--- config.mk ---
export PLATFORM = sky130hd
export DESIGN_NAME = fifo_stream_reader_flat
export DESIGN_NICKNAME = d
export VERILOG_FILES = /design/src/rtl/fifo_pkg.sv /design/src/rtl/fifo_stream_reader_if.sv /design/src/rtl/fifo_skid_buf.sv /design/src/rtl/fifo_stream_reader.sv /design/src/flat_wrapper.sv
export SDC_FILE = /design/constraint.sdc
export NUM_CORES = 1
export LEC_CHECK = 0
export BUFFER_PORTS_ARGS = -buffer_cell sky130_fd_sc_hd__buf_2
export CAP_MARGIN = 20
export CORE_MARGIN = 10
export CORE_UTILIZATION = 53
export CTS_CLUSTER_DIAMETER = 100
export DETAILED_ROUTE_END_ITERATION = 8
export GPL_TIMING_DRIVEN = 0
export PLACE_DENSITY = 0.79
export SETUP_SLACK_MARGIN = 0.1
export SLEW_MARGIN = 20
export SYNTH_ARGS = -nofsm -noshare
export SYNTH_HDL_FRONTEND = slang
export SYNTH_HIERARCHICAL = 1
export SYNTH_SLANG_ARGS = --single-unit
--- constraint.sdc ---
create_clock -name clk -period 2.9 [get_ports clk]
set_clock_uncertainty 0.2 [all_clocks]
set_input_delay 0.435 -clock clk [delete_from_list [all_inputs] [get_ports clk]]
set_output_delay 0.435 -clock clk [all_outputs]
set_load 0.01 [all_outputs]
--- src/rtl/fifo_pkg.sv ---
// Shared constants and types for the synchronous FIFO, its stream reader and the benches.
package fifo_pkg;

    localparam int unsigned DATA_W     = 8;
    localparam int unsigned BEAT_CNT_W = 16;

    // Output buffer occupancy, 0..2.
    typedef logic [1:0] occ_t;

    localparam occ_t OCC_MAX = 2'd2;

endpackage

--- src/rtl/fifo_stream_reader_if.sv ---
// FIFO read port plus valid/ready stream; master is the reader, slave is the FIFO/sink side.
interface fifo_stream_reader_if
    import fifo_pkg::*;
#(
    parameter int unsigned WIDTH = DATA_W
);

    logic             fifo_empty;
    logic [WIDTH-1:0] fifo_data;
    logic             fifo_rd_en;
    logic             m_valid;
    logic             m_ready;
    logic [WIDTH-1:0] m_data;

    modport master (
        input  fifo_empty,
        input  fifo_data,
        input  m_ready,
        output fifo_rd_en,
        output m_valid,
        output m_data
    );

    modport slave (
        output fifo_empty,
        output fifo_data,
        output m_ready,
        input  fifo_rd_en,
        input  m_valid,
        input  m_data
    );

endinterface

--- src/rtl/fifo_skid_buf.sv ---
// Two-entry circular buffer with push, pop and synchronous flush; exposes occupancy and head.
module fifo_skid_buf
    import fifo_pkg::*;
#(
    parameter int unsigned WIDTH = DATA_W
) (
    input  logic             clk,
    input  logic             reset,
    input  logic             push_i,
    input  logic [WIDTH-1:0] push_data_i,
    input  logic             pop_i,
    input  logic             flush_i,
    output occ_t             occ_o,
    output logic [WIDTH-1:0] head_data_o
);

    logic [WIDTH-1:0] mem_q [2];
    occ_t             occ_q, occ_d;
    logic             head_q, head_d;
    logic             tail_q, tail_d;

    always_comb begin
        occ_d  = occ_q;
        head_d = head_q;
        tail_d = tail_q;
        if (flush_i) begin
            occ_d  = '0;
            head_d = 1'b0;
            tail_d = 1'b0;
        end else begin
            if (push_i) tail_d = ~tail_q;
            if (pop_i)  head_d = ~head_q;
            occ_d = occ_q + occ_t'(push_i) - occ_t'(pop_i);
        end
    end

    always_ff @(posedge clk) begin
        if (reset) begin
            occ_q    <= '0;
            head_q   <= 1'b0;
            tail_q   <= 1'b0;
            mem_q[0] <= '0;
            mem_q[1] <= '0;
        end else begin
            occ_q  <= occ_d;
            head_q <= head_d;
            tail_q <= tail_d;
            if (push_i && !flush_i) mem_q[tail_q] <= push_data_i;
        end
    end

    assign occ_o       = occ_q;
    assign head_data_o = mem_q[head_q];

endmodule

--- src/rtl/fifo_stream_reader.sv ---
// Reads a registered-output FIFO and re-presents its data as a full-throughput valid/ready stream.
module fifo_stream_reader
    import fifo_pkg::*;
#(
    parameter int unsigned WIDTH = DATA_W,
    parameter int unsigned CNT_W = BEAT_CNT_W
) (
    input  logic                 clk,
    input  logic                 reset,
    input  logic                 enable,
    input  logic                 flush,
    fifo_stream_reader_if.master bus,
    output logic [CNT_W-1:0]     beat_cnt,
    output logic                 idle
);

    occ_t             occ;
    logic [WIDTH-1:0] head_data;
    logic             pop;
    logic             push;
    logic             rd_en;
    logic [2:0]       pending;
    logic             in_flight_q, in_flight_d;
    logic [CNT_W-1:0] beat_cnt_q, beat_cnt_d;

    assign pop  = bus.m_valid && bus.m_ready;
    // An in-flight datum always lands; the issue rule below reserves its slot.
    assign push = in_flight_q && !flush;

    // Counting this cycle's pop lets a full buffer refill every cycle.
    assign pending = 3'(occ) + 3'(in_flight_q) - 3'(pop);

    always_comb begin
        rd_en       = !reset && !flush && enable && !bus.fifo_empty && (pending < 3'(OCC_MAX));
        in_flight_d = rd_en;
        beat_cnt_d  = beat_cnt_q;
        if (pop) beat_cnt_d = beat_cnt_q + CNT_W'(1);
    end

    always_ff @(posedge clk) begin
        if (reset) begin
            in_flight_q <= 1'b0;
            beat_cnt_q  <= '0;
        end else begin
            in_flight_q <= in_flight_d;
            beat_cnt_q  <= beat_cnt_d;
        end
    end

    fifo_skid_buf #(
        .WIDTH (WIDTH)
    ) u_buf (
        .clk         (clk),
        .reset       (reset),
        .push_i      (push),
        .push_data_i (bus.fifo_data),
        .pop_i       (pop),
        .flush_i     (flush),
        .occ_o       (occ),
        .head_data_o (head_data)
    );

    assign bus.fifo_rd_en = rd_en;
    assign bus.m_valid    = (occ != '0);
    assign bus.m_data     = head_data;
    assign beat_cnt       = beat_cnt_q;
    assign idle           = (occ == '0) && !in_flight_q;

endmodule

--- src/flat_wrapper.sv ---
// flat-port wrapper written by rule: the top's interface ports become plain ports
module fifo_stream_reader_flat import fifo_pkg::*;
#(
    parameter int unsigned WIDTH = DATA_W,
    parameter int unsigned CNT_W = BEAT_CNT_W
)
  (clk, reset, enable, flush, beat_cnt, idle, bus_fifo_empty, bus_fifo_data, bus_m_ready, bus_fifo_rd_en, bus_m_valid, bus_m_data);
  fifo_stream_reader_if #(.WIDTH(WIDTH)) bus_i ();
  input  logic clk;
  input  logic reset;
  input  logic enable;
  input  logic flush;
  output logic [CNT_W-1:0] beat_cnt;
  output logic idle;
  input wire logic [$bits(bus_i.fifo_empty)-1:0] bus_fifo_empty;
  input wire logic [$bits(bus_i.fifo_data)-1:0] bus_fifo_data;
  input wire logic [$bits(bus_i.m_ready)-1:0] bus_m_ready;
  output wire logic [$bits(bus_i.fifo_rd_en)-1:0] bus_fifo_rd_en;
  output wire logic [$bits(bus_i.m_valid)-1:0] bus_m_valid;
  output wire logic [$bits(bus_i.m_data)-1:0] bus_m_data;
  assign bus_i.fifo_empty = bus_fifo_empty;
  assign bus_i.fifo_data = bus_fifo_data;
  assign bus_i.m_ready = bus_m_ready;
  assign bus_fifo_rd_en = bus_i.fifo_rd_en;
  assign bus_m_valid = bus_i.m_valid;
  assign bus_m_data = bus_i.m_data;
  fifo_stream_reader #(.WIDTH(WIDTH), .CNT_W(CNT_W)) u_core (.clk(clk), .reset(reset), .enable(enable), .flush(flush), .bus(bus_i), .beat_cnt(beat_cnt), .idle(idle));
endmodule
==> results.tsv, run 1 <==
stage	metric	value	unit
run_status	outcome	completed	
place	RePlAce Congestion	0.821	
sta	Fmax	369	MHz
synthesis	Synth top area share	26.9	%
grt	wire length of the first global-routing pass	6630	um
route	Vias/cell	5.36	
grt	gr ovfl total	0	
sta	setup violators final	0	
clock_tree	Clk Tree Root Cell	clkbuf_4	
grt	Global Route Usage Sum	13.4	%
finish	share of cells above drive strength 1	36.6	%
run	number of max-cap violations	0	
grt	largest net degree at the start of global routing	12	
route	1st-iter DRT viols	84	
setup_path	worst path cell trace	o21a_4 -> ha_4 -> nand2b_4 -> fa_2 -> and3_4 -> buf_6	
synthesis	Synth Warn #	6	
place	I/O Buffers	40	
setup_path	Slowest-stage cell, CP	fa_2	
floorplanning	Core Rows	21	
route	ANT nets after route	0	
clock_tree	clk_lat worst skew	0.33	ns
floorplanning	total core area	3280	um^2
place	DP HPWL	2930	um
clock_tree	TritonCTS clock tree	done	
synthesis	syn nets	181	
setup_path	Worst Path Class, Setup	reg2out	
synthesis	Synth cell types	38	
finish	highest-count cells in the layout ignoring fill and taps	buf_2 (41), dfxtp_1 (20), and3_1 (17)	
route	Pre-antenna DRT Iters	4	
synthesis	register area share after synthesis	51.6	%
synthesis	largest cells by area after synthesis	edfxtp_1 (27%), dfxtp_1 (25%), and3_1 (6.3%)	
setup_path	critical path launch point type	flop	
finish	nets@finish	231	
floorplanning	Die H	78	um
power	VDD IR-drop max	0.000326	V
route	drt total wl	4040	um
route	WL per Instance	15.6	um
route	DR DRC count	0	
synthesis	Mapped Area	1780	um^2
route	via count	1388	
synthesis	syn_area_per_cell	11.0	um^2
synthesis	Synth async-reset ratio	0	%
sta	Worst-Margin Slew	0.562	ns
finish	synthesis-to-layout area growth	23.3	%
grt	initial antenna violation count	0	
clock_tree	H-tree depth	2	
power	Pwr Density	433	nW/um^2
synthesis	Synth Instances	162	
sta	Final Hold Viols	0	
floorplanning	die area	6080	um^2
sta	RSZ-0062 raised after global routing	no	
floorplanning	Die W	78	um
finish	most common cell after layout, fill and taps aside	buf_2	
hold_path	HP Class	in2reg	
power	power after layout	0.951	mW
power	Leak	0.966	nW
sta	Slew Limit Headroom	62.5	%
sta	final setup TNS	0	ns
finish	fill cell total of the finished layout	270	
synthesis	Synth area leader	edfxtp_1	
setup_path	Crit. End Element	output pin	
synthesis	top_reg_cell synth	dfxtp_1	
floorplanning	Initial Utilization	54.3	%
floorplanning	I/O pin cnt	41	
clock_tree	clock sink count	38	
clock_tree	cts hold-fix bufs	0	
setup_path	crit path DAT	2.07	ns
sta	Final min period	2.71	ns
clock_tree	Clock transition at path regs	0.10	ns
setup_path	crit-path max FO	2	
clock_tree	clock tree buffer depth	2	
grt	vias in the first global route	1447	
synthesis	Post-synth EDFFs	16	
setup_path	Worst EP required	2.27	ns
clock_tree	TritonCTS Buffers	5	
synthesis	Yosys reg bits	38	
setup_path	worst stage delay on the critical path	0.54	ns
sta	pins over their slew limit	0	
sta	Final Cycle Share	93.4	%
finish	Antenna Cells	0	
report_power, final:
part / internal, mW / switching [mW]
Combinational: 0.0242 / 0.0317
Sequential: 0.563 / 0.00275
Clock: 0.166 / 0.164
Total: 0.753 / 0.198
layout make-up:
class,count,area [um^2],share of cell area [%]
Inverter,7,26.3,1.20
Buffer,5,36.3,1.65
Sequential cell,38,928,42.2
Tap cell,46,57.6,2.62
Timing Repair Buffer,43,229,10.4
Clock buffer,8,78.8,3.59
Multi-Input combinational cell,112,842,38.3
registers in the layout, indices dropped and copies added (netlist names), named ones only:
register             count
u_core/u_buf/occ_o       2
u_core/in_flight_q       1
u_core/u_buf/head_q      1
u_core/u_buf/mem_q      16
u_core/beat_cnt         16
u_core/u_buf/tail_q      1
what timing repair did:
| item | 4_1_cts | 5_1_grt |
|---|---|---|
| setup buffers | 3 | 0 |
| pin swaps | 4 | 3 |
| endpoints found under the setup margin | 1 | 1 |
| hold endpoints to repair | 0 | 0 |
| gates resized for setup | 12 | 0 |
critical path: cells and delay by family, from the launching register on:
kind	cells	cell delay, ns
buffers and inverters	1	0.10
AND/OR/NAND/NOR	2	0.32
flip-flops	1	0.36
adder cells (fa/ha/maj)	2	0.75
AO/OA/AOI/OAI	1	0.23
routing by layer:
metal | part of all wire [%] | vias up | global-route usage (%)
li1 | - | 682 | -
met1 | 40 | 659 | 13.8
met2 | 53 | 39 | 24.5
met3 | 4.7 | 8 | 4.38
met4 | 2.1 | 0 | 5.56
met5 | 0 | - | 0
per-stage QoR:
step                util [%]  area [um^2]  hold WS, ns  worst slack, ns  cells
detailed placement      62.1         2040        0.281           0.0719    248
global route            66.9         2200        0.196            0.123    259
finish                  66.9         2200        0.199            0.190    259
CTS                     66.9         2200        0.183            0.143    259
floorplan                  -         1780        0.293            0.381    162
global placement        62.1         2040        0.257            0.174    248
cell usage after synthesis, drive strengths merged, types with 4 or more instances:
cell and count:
and3 18, dfxtp 22, nand2 5, xnor2 11
inv 7, mux2 10, buf 4, nor4 4
nor3 8, ha 4, edfxtp 16, nor2 17
worst paths after layout:
check | start | to | slack (ns) | cells after the start
min reg2reg | u_core/beat_cnt[15]$_SDFFE_PP0P_ | u_core/beat_cnt[15]$_SDFFE_PP0P_ | 0.29 | 2
max reg2reg | u_core/beat_cnt[7]$_SDFFE_PP0P_ | u_core/beat_cnt[15]$_SDFFE_PP0P_ | 0.90 | 4
min | flush | u_core/u_buf/occ_o[1]$_SDFF_PP0_ | 0.20 | 2
max | u_core/u_buf/occ_o[0]$_SDFF_PP0_ | bus_fifo_rd_en | 0.19 | 6
cell families after synthesis:
kind of cell    Yosys count  synth area share, %
xor+xnor                 14                 7.65
flops                    38                 51.6
compound gates           11                 4.00
buf+inv                  12                 3.51
mux                      11                 6.88
fa+ha+maj                 5                 3.93
simple gates             71                 22.4
Note: power is estimated with default switching activity, not from simulation.
==> inputs of run 2 (changes only) <==
--- a/config.mk
+++ b/config.mk
@@ -8,14 +8,14 @@
 export BUFFER_PORTS_ARGS = -buffer_cell sky130_fd_sc_hd__buf_2
 export CAP_MARGIN = 20
 export CORE_MARGIN = 10
-export CORE_UTILIZATION = 53
+export CORE_UTILIZATION = 52
 export CTS_CLUSTER_DIAMETER = 100
 export DETAILED_ROUTE_END_ITERATION = 8
 export GPL_TIMING_DRIVEN = 0
-export PLACE_DENSITY = 0.79
+export PLACE_DENSITY = 0.78
 export SETUP_SLACK_MARGIN = 0.1
+export SKIP_LAST_GASP = 1
 export SLEW_MARGIN = 20
 export SYNTH_ARGS = -nofsm -noshare
 export SYNTH_HDL_FRONTEND = slang
-export SYNTH_HIERARCHICAL = 1
 export SYNTH_SLANG_ARGS = --single-unit
==> run 2 against run 1 <==
- synthesized cell count down 0.62%
- setup slack better by 0.021 ns
- die area unchanged
- via count fell by 4.3%
- design area decreased by 2.2%
==> results.tsv, run 2 <==
stage	metric	value	unit	change
run_status	outcome	completed		
synthesis	register area share after synthesis	52.6	%	+1.0 points
setup_path	Worst EP required	2.27	ns	about the same
synthesis	post-synthesis mux area share	7.65	%	+0.78 points
route	WL per Instance	14.6	um	-6.3%
synthesis	Synth async-reset ratio	0	%	unchanged
setup_path	Top Family by Delay on Critical Path	buffers and inverters		
clock_tree	cts hold-fix bufs	0		unchanged
power	Flop pwr share	53.2	%	-6.3 points
power	Switching Share	20.1	%	-0.80 points
setup_path	Crit. End Element	output pin		
grt	initial antenna violation count	0		unchanged
power	Pwr Density	498	nW/um^2	+15%
setup_path	critical path launch point type	flop		
floorplanning	Die H	78	um	unchanged
power	Leak	0.940	nW	-2.7%
synthesis	Mapped Area	1750	um^2	-1.9%
power	internal power	0.855	mW	+14%
power	combinational share of power	4.5	%	-1.4 points
setup_path	crit path DAT	2.05	ns	-0.02 ns
clock_tree	Clk Tree Root Cell	clkbuf_4		
setup_path	Worst Path Class, Setup	reg2out		
floorplanning	Die W	78	um	unchanged
power	clock network fraction of total power	42.3	%	+7.6 points
grt	GRT busiest layer	met2		
synthesis	top_reg_cell synth	dfxtp_1		
clock_tree	clock tree buffer depth	2		unchanged
sta	Worst-Margin Slew	0.766	ns	+0.203 ns
finish	Finished Layout Cells	257		-0.77%
synthesis	Synth cell types	34		-11%
route	ANT nets after route	0		unchanged
setup_path	Slowest-stage cell, CP	fa_2		
finish	nets@finish	227		-1.7%
sta	Final Cycle Share	92.7	%	-0.71 points
sta	Slew Limit Headroom	48.9	%	-14 points
synthesis	syn_area_per_cell	10.9	um^2	-1.3%
grt	gr ovfl total	0		unchanged
synthesis	Synth Area in XOR/XNOR	7.51	%	-0.14 points
clock_tree	TritonCTS clock tree	done		
route	Vias/cell	5.17		-3.6%
floorplanning	total core area	3280	um^2	unchanged
finish	highest-count cells in the layout ignoring fill and taps	buf_2 (40), nor2_1 (21), dfxtp_1 (20)		
synthesis	Yosys reg bits	38		unchanged
route	Pre-antenna DRT Iters	4		unchanged
synthesis	Synth area leader	edfxtp_1		
finish	share of cells above drive strength 1	35.1	%	-1.5 points
hold_path	HP Class	in2reg		
grt	met1 Resource Use GR	11.7	%	-2.1 points
clock_tree	Clock transition at path regs	0.11	ns	about the same
place	dpl ws	0.163	ns	+0.0908 ns
setup_path	crit-path max FO	6		+4
synthesis	adder-cell share of the synthesized area	2.58	%	-1.4 points
sta	Fmax	372	MHz	+0.77%
route	drt total wl	3760	um	-7.0%
setup_path	Buf+Inv Stages, Crit Path	2		+1
clock_tree	clock sink count	38		unchanged
synthesis	Post-synth EDFFs	16		unchanged
route	1st-iter DRT viols	46		-45%
synthesis	simple-gate portion of the synthesized area	23.5	%	+1.1 points
clock_tree	H-tree depth	2		unchanged
finish	synthesis-to-layout area growth	22.9	%	
grt	largest net degree at the start of global routing	14		+2
power	power after layout	1.07	mW	+12%
place	DP Cell Count	247		-0.40%
grt	vias in the first global route	1378		-4.8%
route	DR DRC count	0		unchanged
floorplanning	I/O pin cnt	41		unchanged
synthesis	largest cells by area after synthesis	edfxtp_1 (27%), dfxtp_1 (25%), mux2_2 (7.1%)		
sta	setup violators final	0		unchanged
synthesis	largest family of logic cells by synthesized area	simple AND/OR/NAND/NOR gates		
finish	Antenna Cells	0		unchanged
sta	final setup TNS	0	ns	unchanged
synthesis	Synth Warn #	0		-6
run	number of max-cap violations	0		unchanged
synthesis	compound-gate portion of the synthesized area	4.29	%	+0.29 points
synthesis	syn nets	178		-1.7%
synthesis	Post-synth top cells	dfxtp_1 (22), nor2_1 (22), and2_1 (17)		
sta	Final Hold Viols	0		unchanged
place	RePlAce Congestion	0.786		-4.3%
synthesis	Synth top area share	27.5	%	+0.52 points
sta	RSZ-0062 raised after global routing	no		
place	DP HPWL	2860	um	-2.3%
grt	wire length of the first global-routing pass	6020	um	-9.2%
place	I/O Buffers	40		unchanged
power	NetSw	0.215	mW	+8.2%
clock_tree	clk_lat worst skew	0.34	ns	about the same
clock_tree	TritonCTS Buffers	5		unchanged
floorplanning	Core Rows	21		unchanged
route	via count	1328		-4.3%
setup_path	worst stage delay on the critical path	0.35	ns	-0.19 ns
power	VDD IR-drop max	0.000279	V	-14%
floorplanning	Initial Utilization	53.3	%	-1.0 points
sta	post-route setup slack	0.211	ns	+0.0207 ns
grt	M2 GR Usage	23.1	%	-1.5 points
sta	Hold Slack	0.0551	ns	-0.144 ns
finish	most common cell after layout, fill and taps aside	buf_2		
synthesis	Synth Instances	161		-0.62%
floorplanning	die area	6080	um^2	unchanged
grt	Global Route Usage Sum	12.4	%	-1.1 points
grt	GR Util met3	4.03	%	-0.35 points
sta	Final min period	2.69	ns	-0.0207 ns
sta	pins over their slew limit	0		unchanged
setup_path	worst path cell trace	clkbuf_4 -> o21ai_4 -> nor2_2 -> fa_2 -> xor2_1 -> nor4_1 -> buf_2		
==> run 2: cell types whose count changed after synthesis, moves of 4 or more <==
cell / delta
and2_1: +15
and3_1: -17
inv_1: -4
nor2_1: +6
nor3_1: -6
xnor2_1: -7
xor2_1: +9
==> run 2: cells by family (layout without fill, tap and decap cells) <==
kind of cell    Yosys count  after routing
compound gates           11             11
xor+xnor                 15             15
fa+ha+maj                 3              3
buf+inv                   8             58
flops                    38             38
mux                      12             12
simple gates             74             74
==> run 2: layer usage <==
layer / vias up / part of all wire (%)
met3: 9 / 6.2
met4: 0 / 2.6
met2: 36 / 54
met1: 628 / 38
li1: 655 / -
met5: - / 0
==> run 2: worst paths after layout <==
| kind | startpoint | endpoint | slack, ns | cells after the start |
|---|---|---|---|---|
| max reg2reg | u_core.u_buf.occ_o[0]$_SDFF_PP0_ | u_core.beat_cnt[15]$_SDFFE_PP0P_ | 0.94 | 4 |
| max | u_core.u_buf.occ_o[1]$_SDFF_PP0_ | bus_fifo_rd_en | 0.21 | 7 |
| min | bus_fifo_empty | u_core.in_flight_q$_SDFF_PP0_ | 0.06 | 2 |
| min reg2reg | u_core.u_buf.tail_q$_SDFFE_PP0P_ | u_core.u_buf.tail_q$_SDFFE_PP0P_ | 0.32 | 2 |
==> run 2: metrics by stage <==
step / area [um^2] / util, %
2_1_floorplan: 1750 / -
3_3_place_gp: 2010 / 61.1
3_5_place_dp: 2010 / 61.1
4_1_cts: 2130 / 64.9
5_1_grt: 2150 / 65.4
6_report: 2150 / 65.4
==> run 2: layout make-up <==
cell class | count | area (um^2)
inverters | 3 | 11.3
multi-input cells | 115 | 813
clock inverters | 3 | 68.8
repair buffers | 42 | 215
clock buffers | 5 | 37.5
fillers | 269 | 1130
flip-flops and latches | 38 | 923
plain buffers | 5 | 22.5
well taps | 46 | 57.6
==> run 2: repair_timing <==
| action | 4_1_cts | 5_1_grt |
|---|---|---|
| setup endpoints to repair | 1 | 1 |
| resized for setup | 2 | 5 |
| buffers inserted | 1 | 1 |
| pin swaps | 1 | 1 |
==> run 2: power groups by stage <==
stage	clock [mW]	combinational, mW	sequential, mW
6_report	0.453	0.0485	0.569
5_1_grt	0.488	0.0537	0.570
4_1_cts	0.456	0.0489	0.569
3_5_place_dp	0	0.0478	0.581
3_3_place_gp	0	0.0458	0.580
2_1_floorplan	0	0.0249	0.580
==> inputs of run 3 (changes only) <==
--- a/config.mk
+++ b/config.mk
@@ -12,7 +12,8 @@
 export CTS_CLUSTER_DIAMETER = 100
 export DETAILED_ROUTE_END_ITERATION = 8
 export GPL_TIMING_DRIVEN = 0
-export PLACE_DENSITY = 0.78
+export HOLD_SLACK_MARGIN = 0.1
+export PLACE_DENSITY = 0.86
 export SETUP_SLACK_MARGIN = 0.1
 export SKIP_LAST_GASP = 1
 export SLEW_MARGIN = 20
==> run 3 against run 2 <==
- sequential power hardly changed
- critical path type unchanged
- first-iteration DRC count rose by 130%
- non-clock buffer count increased by 1
- sequential cell count did not move
- global-route usage is 0.77 points lower
- critical path depth did not move
- wire length down 8.5%
- via count fell by 2.3%
==> results.tsv, run 3 (same netlist as run 2, synthesis figures left out) <==
stage	metric	value	unit	change
sta	Worst-Margin Slew	0.813	ns	+0.0476 ns
grt	wire length of the first global-routing pass	5800	um	-3.8%
power	Leak	0.916	nW	-2.6%
clock_tree	clock tree buffer depth	2		unchanged
grt	vias in the first global route	1291		-6.3%
floorplanning	total core area	3280	um^2	unchanged
finish	Antenna Cells	0		unchanged
finish	most common cell after layout, fill and taps aside	buf_2		
hold_path	HP Class	in2reg		
clock_tree	Clock transition at path regs	0.10	ns	about the same
place	I/O Buffers	40		unchanged
place	RePlAce Congestion	0.712		-9.5%
route	drt total wl	3440	um	-8.5%
finish	highest-count cells in the layout ignoring fill and taps	buf_2 (40), nor2_1 (21), dfxtp_1 (20)		
sta	final setup TNS	0	ns	unchanged
route	Vias/cell	5.03		-2.6%
finish	Finished Layout Cells	258		+0.39%
route	via count	1298		-2.3%
clock_tree	H-tree depth	2		unchanged
floorplanning	Core Rows	21		unchanged
grt	initial antenna violation count	0		unchanged
setup_path	R2R depth	4		unchanged
route	Pre-antenna DRT Iters	4		unchanged
sta	Final Hold Viols	0		unchanged
setup_path	critical path launch point type	flop		
grt	Global Route Usage Sum	11.6	%	-0.77 points
clock_tree	clock sink count	38		unchanged
grt	largest net degree at the start of global routing	12		-2
route	DR DRC count	0		unchanged
finish	nets@finish	228		+0.44%
finish	share of cells above drive strength 1	33.5	%	-1.6 points
place	DP HPWL	2600	um	-9.1%
route	1st-iter DRT viols	108		+130%
sta	Final min period	2.61	ns	-0.0834 ns
hold_path	hold depth	3		+1
power	Pwr Density	415	nW/um^2	-17%
run	number of max-cap violations	0		unchanged
sta	Final Cycle Share	89.8	%	-2.9 points
power	VDD IR-drop max	0.000346	V	+24%
route	WL per Instance	13.3	um	-8.8%
place	DP Cell Count	247		unchanged
grt	gr ovfl total	0		unchanged
floorplanning	die area	6080	um^2	unchanged
clock_tree	TritonCTS clock tree	done		
setup_path	Crit. End Element	output pin		
setup_path	Worst EP required	2.27	ns	about the same
floorplanning	I/O pin cnt	41		unchanged
floorplanning	Die H	78	um	unchanged
sta	Slew Limit Headroom	45.7	%	-3.2 points
setup_path	crit-path max FO	6		unchanged
sta	Hold Slack	0.134	ns	+0.0791 ns
finish	final core utilization	64.0	%	-1.4 points
setup_path	crit path DAT	1.97	ns	-0.08 ns
clock_tree	clk_lat worst skew	0.33	ns	about the same
clock_tree	TritonCTS Buffers	5		unchanged
sta	Fmax	384	MHz	+3.2%
clock_tree	Clk Tree Root Cell	clkbuf_4		
sta	pins over their slew limit	0		unchanged
finish	synthesis-to-layout area growth	20.2	%	
setup_path	Worst Path Class, Setup	reg2out		
sta	setup violators final	0		unchanged
floorplanning	Die W	78	um	unchanged
floorplanning	Initial Utilization	53.3	%	unchanged
sta	RSZ-0062 raised after global routing	no		
run_status	outcome	completed		
route	ANT nets after route	0		unchanged
-- run 3: report_power, final --
| group | leakage [nW] | internal [mW] | switching (mW) |
|---|---|---|---|
| Clock | 0.0265 | 0.0967 | 0.156 |
| Sequential | 0.344 | 0.565 | 0.00349 |
| Combinational | 0.545 | 0.0214 | 0.0282 |
-- run 3: area by class of cell --
| type | count | area, um^2 |
|---|---|---|
| Multi-Input combinational cell | 115 | 813 |
| Timing Repair Buffer | 43 | 225 |
| Buffer | 5 | 22.5 |
| Fill cell | 275 | 1180 |
| Inverter | 3 | 11.3 |
| Tap cell | 46 | 57.6 |
| Clock buffer | 8 | 48.8 |
| Sequential cell | 38 | 923 |
-- run 3: routing by layer --
layer,part of all wire [%],routed length [um],vias to the layer above,track usage [%]
li1,-,-,658,-
met1,45,1540,603,13.5
met2,48,1640,35,18.9
met3,7.2,247,2,5.99
met4,0.32,11,0,2.15
met5,0,0,-,0
-- run 3: critical path: stages (launching register included) --
cell and delay, ns:
dfxtp_2 0.34, clkbuf_4 0.17, o21ai_4 0.14, nor2_2 0.07, fa_2 0.35, xor2_1 0.16
nor4_1 0.25, buf_2 0.17
-- run 3: repair_timing --
action                                 4_1_cts  5_1_grt
setup buffers                                1        1
gates resized for setup                      2        5
pin swaps                                    1        2
setup endpoints to repair                    1        1
endpoints found under the hold margin        1        0
hold buffers                                 1        0
-- run 3: path summary, 6_finish.rpt --
| kind | from | end | slack [ns] |
|---|---|---|---|
| min reg2reg | u_core.u_buf.tail_q$_SDFFE_PP0P_ | u_core.u_buf.tail_q$_SDFFE_PP0P_ | 0.29 |
| max reg2reg | u_core.u_buf.occ_o[0]$_SDFF_PP0_ | u_core.beat_cnt[15]$_SDFFE_PP0P_ | 0.89 |
| max | u_core.u_buf.occ_o[1]$_SDFF_PP0_ | bus_fifo_rd_en | 0.29 |
| min | enable | u_core.in_flight_q$_SDFF_PP0_ | 0.13 |
-- run 3: per-stage QoR --
step	area (um^2)	power (mW)	setup WS [ns]
3_3_place_gp	2010	0.627	0.236
3_5_place_dp	2010	0.629	0.204
2_1_floorplan	1750	0.605	0.328
6_report	2100	0.871	0.295
5_1_grt	2100	0.916	0.105
4_1_cts	2080	0.878	0.188
